<file path="config.mk">
export PLATFORM = sky130hd
export DESIGN_NAME = bcd_timestamp_decoder
export DESIGN_NICKNAME = d
export VERILOG_FILES = /design/src/rtl/bcd_timestamp_decoder.sv
export SDC_FILE = /design/constraint.sdc
export NUM_CORES = 1
export LEC_CHECK = 0
export ABC_AREA = 1
export BUFFER_PORTS_ARGS = -buffer_cell sky130_fd_sc_hd__buf_4
export CELL_PAD_IN_SITES_DETAIL_PLACEMENT = 0
export CELL_PAD_IN_SITES_GLOBAL_PLACEMENT = 2
export CORE_AREA = 3 3 169 171
export DETAILED_ROUTE_END_ITERATION = 10
export DIE_AREA = 0 0 172 174
export PLACE_DENSITY = 0.86
export REMOVE_ABC_BUFFERS = 1
export SYNTH_ARGS = -nofsm -noshare
export SYNTH_HDL_FRONTEND = slang
export SYNTH_SLANG_ARGS = --single-unit
</file>
<file path="constraint.sdc">
create_clock -name clk -period 2.6 [get_ports clk]
set_input_delay 0.78 -clock clk [delete_from_list [all_inputs] [get_ports clk]]
set_output_delay 0.78 -clock clk [all_outputs]
set_load 0.05 [all_outputs]
</file>
<file path="src/rtl/bcd_timestamp_decoder.sv">
`default_nettype none
// bcd_timestamp_decoder: captures a BCD time word on an event strobe and converts
// it to a binary tick count, one digit per clock, MSD first. Rev 1.0

module bcd_timestamp_decoder #(
  parameter int DIGITS = 12,
  parameter int BIN_W  = 40
) (
  input  logic                  clk,
  input  logic                  reset,
  input  logic [4*DIGITS-1:0]   time_bcd,
  input  logic                  trigger,
  output logic [BIN_W-1:0]      bin_time,
  output logic                  bin_valid,
  input  logic                  bin_ready,
  output logic                  busy,
  output logic                  bcd_error,
  output logic [7:0]            drop_count
);

  localparam int c_SR_W  = 4 * DIGITS;
  localparam int c_CNT_W = (DIGITS > 1) ? $clog2(DIGITS) : 1;

  typedef enum logic [1:0] {
    S_IDLE    = 2'd0,
    S_CONVERT = 2'd1,
    S_HOLD    = 2'd2
  } state_t;

  state_t               r_state;
  state_t               w_state_nxt;
  logic [c_SR_W-1:0]    r_shift;
  logic [BIN_W-1:0]     r_acc;
  logic [c_CNT_W-1:0]   r_cnt;
  logic [BIN_W-1:0]     r_bin_time;
  logic                 r_bin_valid;
  logic                 r_busy;
  logic                 r_bcd_error;
  logic [7:0]           r_drop_count;

  logic [3:0]           w_digit;
  logic [BIN_W-1:0]     w_acc_x10;
  logic [BIN_W-1:0]     w_acc_step;
  logic                 w_last;
  logic                 w_handshake;
  logic                 w_capture;
  logic                 w_drop;

  always_comb begin
    w_digit     = r_shift[c_SR_W-1 -: 4];
    w_acc_x10   = (r_acc << 3) + (r_acc << 1);
    w_acc_step  = w_acc_x10 + BIN_W'(w_digit);
    w_last      = (r_cnt == c_CNT_W'(DIGITS - 1));
    w_handshake = r_bin_valid & bin_ready;
    // A trigger coinciding with the HOLD handshake is a fresh capture, not a drop.
    w_capture   = trigger & ((r_state == S_IDLE) | ((r_state == S_HOLD) & w_handshake));
    w_drop      = trigger & ~w_capture;
  end

  always_comb begin
    w_state_nxt = r_state;
    case (r_state)
      S_IDLE:    if (trigger) w_state_nxt = S_CONVERT;
      S_CONVERT: if (w_last) w_state_nxt = S_HOLD;
      S_HOLD: begin
        if (w_handshake) w_state_nxt = w_capture ? S_CONVERT : S_IDLE;
      end
      default:   w_state_nxt = S_IDLE;
    endcase
  end

  always_ff @(posedge clk or negedge reset) begin
    if (!reset) begin
      r_state <= S_IDLE;
    end else begin
      r_state <= w_state_nxt;
    end
  end

  always_ff @(posedge clk or negedge reset) begin
    if (!reset) begin
      r_shift     <= '0;
      r_acc       <= '0;
      r_cnt       <= '0;
      r_bin_time  <= '0;
      r_bin_valid <= 1'b0;
      r_bcd_error <= 1'b0;
      r_busy      <= 1'b0;
    end else begin
      r_busy <= (w_state_nxt != S_IDLE);
      if (w_capture) begin
        r_shift     <= time_bcd;
        r_acc       <= '0;
        r_cnt       <= '0;
        r_bcd_error <= 1'b0;
      end else if (r_state == S_CONVERT) begin
        r_acc   <= w_acc_step;
        r_shift <= r_shift << 4;
        r_cnt   <= r_cnt + c_CNT_W'(1);
        if (w_digit > 4'd9) r_bcd_error <= 1'b1;
        if (w_last) r_bin_time <= w_acc_step;
      end
      if ((r_state == S_CONVERT) && w_last) begin
        r_bin_valid <= 1'b1;
      end else if (w_handshake) begin
        r_bin_valid <= 1'b0;
      end
    end
  end

  always_ff @(posedge clk or negedge reset) begin
    if (!reset) begin
      r_drop_count <= 8'd0;
    end else if (w_drop && (r_drop_count != 8'hFF)) begin
      r_drop_count <= r_drop_count + 8'd1;
    end
  end

  assign bin_time   = r_bin_time;
  assign bin_valid  = r_bin_valid;
  assign busy       = r_busy;
  assign bcd_error  = r_bcd_error;
  assign drop_count = r_drop_count;

endmodule

`default_nettype wire
</file>
==> results of run 1 <==
-- worst max path at each step --
stage,cells past startpoint,end
6_report,14,r_acc[33]
5_1_grt,13,r_acc[15]
4_1_cts,14,bin_time[27]
3_5_place_dp,15,r_acc[32]
3_3_place_gp,14,bin_time[27]
2_1_floorplan,6,r_acc[12]
-- repair_timing --
item,4_1_cts,5_1_grt
pin swaps,0,11
buffers inserted,0,8
endpoints found under the setup margin,7,44
gates resized for setup,3,38
endpoints found under the hold margin,0,0
-- logic make-up after synthesis --
logic type / after synthesis
XOR/XNOR: 25
adder cells (fa/ha/maj): 78
buffers and inverters: 227
AO/OA/AOI/OAI: 107
AND/OR/NAND/NOR: 672
multiplexers: 1
flip-flops: 144
-- registers in the layout, summed over array words and instances (netlist names), 2 cells and up --
name	cells
r_shift	48
bin_time	40
drop_count	8
r_state	2
r_acc	39
r_cnt	4
-- metrics by stage --
step / setup WS (ns) / util, %
2_1_floorplan: -0.918 / -
4_1_cts: 0.0186 / 41.0
6_report: 0.132 / 41.8
5_1_grt: -0.0376 / 41.8
3_5_place_dp: -0.00307 / 38.7
3_3_place_gp: 0.0388 / 38.7
-- worst max-delay path: stages (launching register included) --
cell	delay (ns)
dfrtp_1	0.38
inv_2	0.06
fa_1	0.59
inv_1	0.06
ha_1	0.31
nand3_1	0.10
nand3_2	0.12
nand2_2	0.12
nand3_4	0.09
nand2_2	0.10
nand2_4	0.09
nand2_4	0.10
nand3b_1	0.10
nand3_1	0.10
nand2_1	0.05
-- placed cells by master, fill, tap and decap left out, types with 8 or more instances in the layout --
cell type	netlist	layout
nand2_4	0	8
o21ai_0	25	25
nor2_1	65	64
nand4_1	8	8
xnor2_1	11	11
clkbuf_16	0	17
o221ai_1	41	41
nand3b_1	10	10
nand2_2	15	23
dfrtp_1	144	144
inv_1	188	185
inv_2	7	10
buf_4	2	121
nor2_2	7	8
nand2_1	482	466
xor2_1	14	12
a21oi_1	21	18
ha_1	76	74
nand3_1	69	67
-- final cells by class --
cell class                      instances  area share (%)
Multi-Input combinational cell        883            43.6
Sequential cell                       144            31.9
Clock inverter                         15            1.65
Inverter                              196            6.51
Tap cell                              341            3.77
Clock buffer                           17            3.76
Timing Repair Buffer                  126            8.84
-- cell usage after synthesis (all sizes together) --
library cell,n
nor3,6
nand3,75
a22oi,1
o221ai,41
o211ai,3
o21ai,25
nand3b,10
or2,1
o21bai,6
clkinv,1
mux2,1
a22o,3
nor2,74
clkbuf,10
nand4,8
xor2,14
o22ai,1
dfrtp,144
nand2,497
xnor2,11
a211oi,1
buf,21
inv,195
ha,76
and2,1
a21oi,26
fa,2
-- routing by layer --
layer | vias to the layer above | global-route usage, % | share of wire [%]
li1 | 4198 | - | -
met1 | 3692 | 24.3 | 49
met2 | 133 | 27.9 | 46
met3 | 16 | 3.34 | 4.2
met4 | 0 | 3.89 | 1.1
met5 | - | 0 | 0
==> results.md, run 1 <==
Route:
- In the routed layout, each cell is associated on average with a via count of between 4 and 5.
- After detailed routing, the number of remaining DRC violations is 0.
- The number of iterations in the first detailed-routing pass is 5.
- The starting DRC count in detailed routing is about 440.
- The routed length per instance is ~15 um.
- The count of vias placed by the detailed router is 8039.
- The total wirelength of the detailed-routed design is 25.4 mm.
- The post-detailed-route count of antenna-violating nets is 0.

Synthesis:
- Dividing the synthesized area by the synthesized cell count gives about 7.4 um2.
- After synthesis, the largest family of logic cells by area is simple AND/OR/NAND/NOR gates.
- The synthesized netlist devotes roughly 30% of its cell area to simple gates.
- The largest total area in the synthesized netlist belongs to dfrtp_1.
- The synthesized instance count is between 1k and 1.5k.
- After Yosys synthesis, full adders, half adders and majority gates account for between 10% and 20% of the synthesized area.
- The register area share after synthesis is around two fifths.
- Yosys printed 0 warnings.
- The number of distinct standard cells referenced by the synthesized netlist is 36.
- The mux contribution to synthesized area is less than 1%.
- The cell area after synthesis is about 9000 um2.
- By area the synthesized netlist is led by dfrtp_1, nand2_1, ha_1.
- The xor/xnor share of the synthesized area is 2.37%.
- The number of storage elements in the synthesis netlist is between 100 and 150.
- The synthesized design devotes to its leading area cell type approximately 39% of total area.
- The synthesized netlist devotes under 10% of its cell area to compound gates.

CTS:
- The clock passes through at most 2 buffers.
- The root buffer cell is clkbuf_16.
- The worst-skew pair later-pin latency is around 0.43 ns.
- The clock buffer count from CTS is 17.
- After clock tree synthesis, the clock-pin slew on the worst setup and hold paths is ~0.07 ns.
- The H-tree was split into 4 levels.
- The number of hold buffers added after CTS was 0.
- TritonCTS built the clock tree.
- The number of clock sinks is 144.

Layout:
- The number of antenna diodes in the final layout is 0.
- After filler insertion, the fill cell instance count of the layout stands at 2835.
- The finished cells cover 11300 um2.
- For this run, the number of standard cells in the final layout without fillers is 1722.
- The share of cells above drive strength 1 is about 17%.
- Summing all multi-input logic gate instances after layout gives a little under 5000 um2.
- For this run, the post-layout net count is 1498.
- The area taken by flip-flops and latches is ~3600 um2.
- From synthesis to final layout, the design area changed by 22.2%.

STA:
- The sum of negative setup slack is 0 ns.
- The clock period could shrink to about 2.5 ns.
- The relative slew slack is 62.1%.
- Between clock sinks in the finished design, the worst skew comes to approximately 0.015 ns.
- The ratio of final minimum period to clock period is a little over nine tenths.
- Setup repair after global routing could not meet its margin everywhere.
- The hold violation total from the final report is 0.
- The top achievable clock speed is 405 MHz.
- Setup violations remaining at the end of the flow were counted as 0.
- Hold timing on the final database bottoms out at a slack of approximately 0.23 ns.
- The max-slew violation count came to 0.
- The transition at the pin with the smallest max-transition slack is about 0.57 ns.

Worst setup path:
- The startpoint of the worst-slack reg-to-reg timing path is r_acc[2].
- The endpoint of the lowest-slack register-to-register path is r_acc[33].
- STA puts the critical path data required time at slightly below 3 ns.
- Counting cells, the worst reg-to-reg path comes to 14.
- The kind of capture point of the worst setup path is a flip-flop.
- In this run the worst setup path begins at r_acc[2].
- Of all nets on the critical path, the largest fanout is 4.
- The data arrival at the endpoint of the critical path is ~2.8 ns.
- The type of element launching the critical path is a flip-flop.
- The worst reg-to-reg setup slack is between 0.1 and 0.15 ns.
- The setup path with the least slack is of type flip-flop to flip-flop.

Place:
- The total placed instance area is about 10000 um2.
- The HPWL after detailed placement is 19.2 mm.
- The count of buffers added on input and output ports is about 100.
- Routability-driven placement finished with a final weighted congestion of about 0.86.
- After detailed placement, the design holds a cell count of about 1.7k.

Floorplanning:
- The initial core utilization is around 34%.
- The width of the die is around 170 um.
- The total number of placement rows is 60.
- The die outline height is around 170 um.
- The die covers about 30000 um2.
- In this run the count of I/O pins placed on the die edge is 103.
- The total area inside the core boundary comes to about 27000 um2.

Global route:
- The sum of overflow across all layers after global routing is 0.
- The first-pass GRT wire length is between 40 and 50 mm.
- Entering global routing, the biggest net connects 60 pins.
- The overall fraction of global-route tracks in use is 17.4%.
- The number of antenna violations at the first check in global routing is 0.
- The number of global-route vias before repair is between 8k and 9k.

Flow run:
- Across the run, the number of max-cap violations was 0.

Min path:
- The path type of the worst min-delay path is input port to async pin.

Status:
- The flow ran to the end, and the final reports show no timing, DRC or antenna violations.
Power of run 1 is not shown: default switching activity piles up to over one toggle a cycle in this logic, so the estimate is an artifact.
==> run 2: changes to the inputs <==
CORE_AREA = 3 3 190 192   (was 3 3 169 171)
CTS_CLUSTER_SIZE = 30   (was default)
DIE_AREA = 0 0 193 195   (was 0 0 172 174)
PLACE_DENSITY = 0.71   (was 0.86)
==> run 2 against run 1 <==
Against the previous run: global-route usage is 2.1 points lower; clock-buffer cell count is 1 higher; highest routed layer unchanged; via count about the same; cell count rose by 7.0%; wire length up 8.2%; maximum frequency increased by 0.84%; largest cell class unchanged; critical path depth shrank 2.
==> results.md, run 2 (synthesis gave the netlist of run 1 again) <==
Status:
- Outcome: finished, final reports clean (unchanged).

Global route:
- The number of global-route vias before repair came to 8238 (was 8069).
- The number of antenna violations at the first check in global routing was 0 (unchanged).
- The overall fraction of global-route tracks in use is 15.3% (was 17.4%).
- The sum of overflow across all layers after global routing came to 0 (unchanged).
- The pin count of the biggest net entering global routing came to 81 (was 60).
- The first-pass GRT wire length is 45.0 mm (was 41.9 mm).

Route:
- The number of iterations in the first detailed-routing pass is 5 (unchanged).
- The detailed-route vias per instance came to 4.36 (was 4.67).
- The DRC violations left was 0 (unchanged).
- The count of vias placed by the detailed router was 8032 (was 8039).
- The total wirelength of the detailed-routed design was 27.5 mm (was 25.4 mm).
- The starting DRC count in detailed routing is 344 (was 437).
- The routed length per instance is 14.9 um (was 14.8 um).
- The post-detailed-route count of antenna-violating nets is 0 (unchanged).

Worst setup path:
- The library cell contributing the largest single delay on the critical path is dfrtp_1 (was fa_1).
- The required time at the endpoint of the critical path was 2.93 ns (was 2.92 ns).
- The most frequent cell on the critical path is nand2_1.
- The type of the setup path with the least slack is flip-flop to flip-flop (unchanged).
- The type of element launching the critical path was a flip-flop (unchanged).
- Crit path cell chain: ha_1 -> ha_1 -> nand2_1 -> inv_1 -> nand2_1 -> nand2_1 -> a21oi_2 -> nor2_1 -> nor2_1 -> nand3b_1 -> nand3_1 -> nand2_1 (was inv_2 -> fa_1 -> inv_1 -> ha_1 -> nand3_1 -> nand3_2 -> nand2_2 -> nand3_4 -> nand2_2 -> nand2_4 -> nand2_4 -> nand3b_1 -> nand3_1 -> nand2_1).
- The largest stage delay on the critical path came to 0.41 ns (was 0.59 ns).
- The combined buffer and inverter count along the critical path is 1 (was 2).
- The kind of capture point of the worst setup path is a flip-flop (unchanged).
- The dominant delay contributor by cell family on the critical path is simple AND/OR/NAND/NOR gates (unchanged).
- The data arrival at the endpoint of the critical path is 2.77 ns (was 2.79 ns).
- The largest fanout on the critical path is 4 (unchanged).

CTS:
- The clock slew seen by the registers of the worst setup and hold paths is 0.06 ns (was 0.07 ns).
- The worst-skew pair later-pin latency was 0.44 ns (was 0.43 ns).
- The number of clock sinks is 144 (unchanged).
- The clock buffer count from CTS is 17 (unchanged).
- The hold buffer count at cts was 0 (unchanged).
- The worst-case clock buffer depth was 2 (unchanged).
- The CTS tree was yes (unchanged).
- The number of H-tree levels is 4 (unchanged).
- The root buffer cell is clkbuf_16 (unchanged).

STA:
- The hold violation total from the final report was 0 (unchanged).
- The worst clock skew is 0.00976 ns (was 0.0149 ns).
- The final critical-path required period is 2.45 ns (was 2.47 ns).
- The top achievable clock speed is 409 MHz (was 405 MHz).
- The count of final setup violators is 0 (unchanged).
- The smallest hold slack was 0.165 ns (was 0.229 ns).
- Setup repair after global routing missed its margin: true (unchanged).
- The ratio of final minimum period to clock period came to 94.1% (was 94.9%).
- The max-slew violation count is 0 (unchanged).
- The transition at the pin with the smallest max-transition slack is 0.587 ns (was 0.568 ns).
- The relative slew slack is 60.9% (was 62.1%).

Place:
- The routability congestion estimate is 0.811 (was 0.861).
- The total of buffers placed on input and output ports came to 102 (unchanged).
- The HPWL after detailed placement is 21.1 mm (was 19.2 mm).
- The total placed instance area is 10700 um2 (was 10500 um2).

Layout:
- Commonest non-fill, non-tap cells in the layout: nand2_1, inv_1, dfrtp_1 (unchanged).
- The total non-filler cell area in the finished layout is 11500 um2 (was 11300 um2).
- The share of cells above drive strength 1 is 17.5% (was 16.9%).
- The synthesis-to-finish area growth is 24.3% (was 22.2%).
- The diode insertion count for antenna repair is 0 (unchanged).
- The number of flip-flops under the largest register name is 48 (unchanged).
- The register with the most flip-flops is r_shift (unchanged).
- The commonest non-fill, non-tap cell in the layout is nand2_1 (unchanged).
- The net count of the finished layout is 1504 (was 1498).

Floorplanning:
- The width of the die is 193 um (was 172 um).
- The die outline height was 195 um (was 174 um).
- The core region area is 34500 um2 (was 27000 um2).
- The initial core utilization came to 26.8% (was 34.2%).
- The total number of placement rows is 68 (was 60).
- The number of placed I/O pins is 103 (unchanged).
- The floorplan die area came to 37600 um2 (was 29900 um2).

Min path:
- The path type of the worst min-delay path is input port to async pin (unchanged).

Flow run:
- The max-capacitance violation count was 0 (unchanged).
-- run 2: cell count changes in the layout (fill, tap and decap cells not counted), moves of 2 or more --
cell	previous run	this run
clkinv_8	3	0
nor2_1	64	62
nand2_2	23	25
nand3_1	67	65
clkinv_4	0	3
buf_4	121	127
nand2_1	466	464
inv_8	5	3
nand3_2	7	10
-- run 2: path summary, 6_finish.rpt --
kind	from	endpoint	slack, ns	cells after the start
worst max register to register	r_acc[14]	bin_time[31]	0.15	12
max in group asynchronous	reset	r_acc[37]	1.74	2
min in group clk	bin_time[21]	bin_time[21]	0.48	2
worst max-delay path	r_acc[14]	bin_time[31]	0.15	12
worst min-delay path	reset	bin_time[14]	0.16	1
worst min register to register	bin_time[21]	bin_time[21]	0.48	2
-- run 2: repair_timing --
item	CTS	global route
setup buffers	0	8
setup endpoints to repair	3	46
resized for setup	3	42
pin swaps	0	11
gates cloned	0	0
-- run 2: metrics by stage --
step                      setup WS (ns)  std cells   TNS, ns  util, %
final                             0.153       1842         0     33.3
after global routing            -0.0156       1842   -0.0676     33.3
after floorplan                  -0.918       1223    -63.70        -
after detailed placement        -0.0399       1802   -0.0465     30.9
after global placement         -0.00375       1802  -0.00375     30.9
after CTS                       0.00145       1834         0     32.6
-- run 2: layout make-up --
| class | instances | area (um2) |
|---|---|---|
| fillers | 3845 | 23000 |
| multi-input cells | 883 | 4930 |
| flip-flops and latches | 144 | 3600 |
| repair buffers | 132 | 1040 |
| inverters | 196 | 736 |
| well taps | 455 | 569 |
| clock buffers | 18 | 439 |
| clock inverters | 14 | 170 |
-- run 2: worst reg2reg max path: stages (launching register included) --
cell      delay [ns]
dfrtp_1         0.41
ha_1            0.30
ha_1            0.35
nand2_1         0.18
inv_1           0.06
nand2_1         0.06
nand2_1         0.10
a21oi_2         0.29
nor2_1          0.07
nor2_1          0.23
nand3b_1        0.15
nand3_1         0.10
nand2_1         0.05
-- run 2: metal layers --
layer  track usage [%]  vias to the layer above  routed length (um)
li1                  -                     4206                   -
met1              21.3                     3706               13600
met2              23.8                      109               12500
met3              4.13                       11                1150
met4              3.32                        0                 325
met5                 0                        -                   0
Power of run 2 is left out for the same reason.
==> run 3: changes to the inputs <==
REMOVE_ABC_BUFFERS = default   (was 1)
SKIP_LAST_GASP = 1   (was default)
clock period = 2.9 ns   (was 2.6 ns; I/O delays follow)
==> run 3 against run 2 <==
Against the previous run: wire length up 0.58%; non-clock buffer count shrank 17; final area shrank 2.8%; sequential share of layout area up 0.90 points; setup slack better by 0.095 ns; critical path depth grew 3; global-route usage barely moved.
==> results.md, run 3 (synthesis gave the netlist of run 1 again) <==
Layout:
- The register with the most flip-flops is r_shift (unchanged).
- The number of flip-flops under the largest register name is 48 (unchanged).
- The number of inserted filler cells in the final layout is 3820 (was 3845).
- The synthesis-to-finish area growth is 20.8% (was 24.3%).
- The share of cells above drive strength 1 is 14.1% (was 17.5%).
- Commonest non-fill, non-tap cells in the layout: nand2_1, inv_1, dfrtp_1 (unchanged).
- The net count of the finished layout was 1487 (was 1504).
- The commonest non-fill, non-tap cell in the layout is nand2_1 (unchanged).
- The diode insertion count for antenna repair came to 0 (unchanged).

STA:
- The smallest hold slack is 0.230 ns (was 0.165 ns).
- The worst clock skew is 0.0161 ns (was 0.00976 ns).
- The ratio of final minimum period to clock period is 91.4% (was 94.1%).
- The final critical-path required period was 2.65 ns (was 2.45 ns).
- The relative slew slack is 58.2% (was 60.9%).
- The final worst slack was 0.248 ns (was 0.153 ns).
- The max-slew violation count is 0 (unchanged).
- The sum of negative setup slack is 0 ns (unchanged).
- The hold violation total from the final report is 0 (unchanged).
- The transition at the pin with the smallest max-transition slack is 0.626 ns (was 0.587 ns).
- Setup repair after global routing missed its margin: false (was true).
- The count of final setup violators came to 0 (unchanged).
- The top achievable clock speed came to 377 MHz (was 409 MHz).

CTS:
- The worst-skew pair later-pin latency is 0.45 ns (was 0.44 ns).
- The clock buffer count from CTS was 17 (unchanged).
- The CTS tree is yes (unchanged).
- The worst-case clock buffer depth was 2 (unchanged).
- The clock slew seen by the registers of the worst setup and hold paths was 0.07 ns (was 0.06 ns).
- The post-cts resize count was 0 (was 3).
- The number of clock sinks came to 144 (unchanged).
- The number of H-tree levels came to 4 (unchanged).
- The root buffer cell is clkbuf_16 (unchanged).
- The total setup buffers inserted after CTS is 0 (unchanged).
- The hold buffer count at cts is 0 (unchanged).

Route:
- The DRC violations left is 0 (unchanged).
- The number of iterations in the first detailed-routing pass was 5 (unchanged).
- The starting DRC count in detailed routing came to 359 (was 344).
- The post-detailed-route count of antenna-violating nets came to 0 (unchanged).
- The total wirelength of the detailed-routed design came to 27.7 mm (was 27.5 mm).
- The count of vias placed by the detailed router came to 7978 (was 8032).
- The detailed-route vias per instance is 4.37 (was 4.36).
- The routed length per instance is 15.2 um (was 14.9 um).

Worst setup path:
- The required time at the endpoint of the critical path is 3.23 ns (was 2.93 ns).
- The largest fanout on the critical path is 4 (unchanged).
- The most frequent cell on the critical path is nand2_1 (unchanged).
- The data arrival at the endpoint of the critical path is 2.99 ns (was 2.77 ns).
- The type of element launching the critical path is a flip-flop (unchanged).
- The largest stage delay on the critical path came to 0.48 ns (was 0.41 ns).
- The kind of capture point of the worst setup path is a flip-flop (unchanged).
- The worst reg-to-reg setup slack was 0.25 ns (was 0.15 ns).
- Crit path cell chain: inv_1 -> fa_1 -> fa_1 -> inv_2 -> nand3_1 -> nand3_2 -> nand2_1 -> nand2_2 -> nand3_1 -> nand2_2 -> nand2_1 -> nand2_1 -> nand2_1 -> nand3_1 -> nand2_1 (was ha_1 -> ha_1 -> nand2_1 -> inv_1 -> nand2_1 -> nand2_1 -> a21oi_2 -> nor2_1 -> nor2_1 -> nand3b_1 -> nand3_1 -> nand2_1).
- The type of the setup path with the least slack is flip-flop to flip-flop (unchanged).
- The library cell contributing the largest single delay on the critical path was fa_1 (was dfrtp_1).

Global route:
- The number of antenna violations at the first check in global routing is 0 (unchanged).
- The overall fraction of global-route tracks in use is 15.3% (about the same).
- The number of global-route vias before repair came to 8230 (was 8238).
- The sum of overflow across all layers after global routing is 0 (unchanged).
- The pin count of the biggest net entering global routing is 85 (was 81).
- The first-pass GRT wire length is 45.1 mm (was 45.0 mm).

Floorplanning:
- The core region area was 34500 um2 (unchanged).
- The number of placed I/O pins was 103 (unchanged).
- The initial core utilization came to 26.8% (unchanged).
- The width of the die came to 193 um (unchanged).
- The floorplan die area is 37600 um2 (unchanged).
- The die outline height is 195 um (unchanged).
- The total number of placement rows was 68 (unchanged).

Place:
- The total of buffers placed on input and output ports came to 102 (unchanged).
- The post-placement setup slack was 0.211 ns (was -0.0399 ns).
- The routability congestion estimate is 0.823 (was 0.811).
- The HPWL after detailed placement is 21.3 mm (was 21.1 mm).

Synthesis:
- The net count of the mapped netlist is between 1k and 1.5k.

Flow run:
- The max-capacitance violation count is 0 (unchanged).

Status:
- Outcome: finished, final reports clean (unchanged).

Min path:
- The path type of the worst min-delay path is input port to async pin (unchanged).
-- run 3: cell count changes in the layout (fill, tap and decap cells not counted), sizes merged --
cell	before	now
buf	132	115
inv	202	199
clkinvlp	2	3
clkinv	4	6
-- run 3: critical path, delay by kind of cell, from the launching register on --
kind | cells | cell delay [ns]
buffers and inverters | 2 | 0.19
AND/OR/NAND/NOR | 11 | 1.01
adder cells (fa/ha/maj) | 2 | 0.95
flip-flops | 1 | 0.39
-- run 3: final cells by class --
cell class / instances / area (um2) / area share [%]
Multi-Input combinational cell: 883 / 4770 / 42.7
Sequential cell: 144 / 3600 / 32.2
Timing Repair Buffer: 115 / 905 / 8.10
Inverter: 196 / 736 / 6.58
Tap cell: 455 / 569 / 5.09
Clock buffer: 18 / 429 / 3.84
Clock inverter: 14 / 159 / 1.42
-- run 3: metrics by stage --
stage	instance area [um2]	instances	utilization (%)
final	11200	1825	32.3
after global routing	11200	1825	32.3
after CTS	11200	1825	32.3
after detailed placement	10600	1793	30.6
after global placement	10600	1793	30.6
after floorplan	9250	1254	-
-- run 3: path summary, 6_finish.rpt --
kind	start	end	depth (start not counted)
max	r_acc[2]	r_acc[34]	15
min	reset	r_acc[10]	1
max reg2reg	r_acc[2]	r_acc[34]	15
min reg2reg	bin_time[19]	bin_time[19]	2
max in group asynchronous	reset	r_cnt[3]	2
min in group clk	bin_time[19]	bin_time[19]	2
-- run 3: per-layer routing --
| metal | vias to the layer above | track usage [%] | share of wire [%] |
|---|---|---|---|
| met5 | - | 0 | 0 |
| met4 | 0 | 3.38 | 1.0 |
| met3 | 16 | 3.82 | 4.0 |
| met2 | 112 | 24.4 | 46 |
| met1 | 3678 | 21.0 | 49 |
| li1 | 4172 | - | - |
Power of run 3 is left out for the same reason.
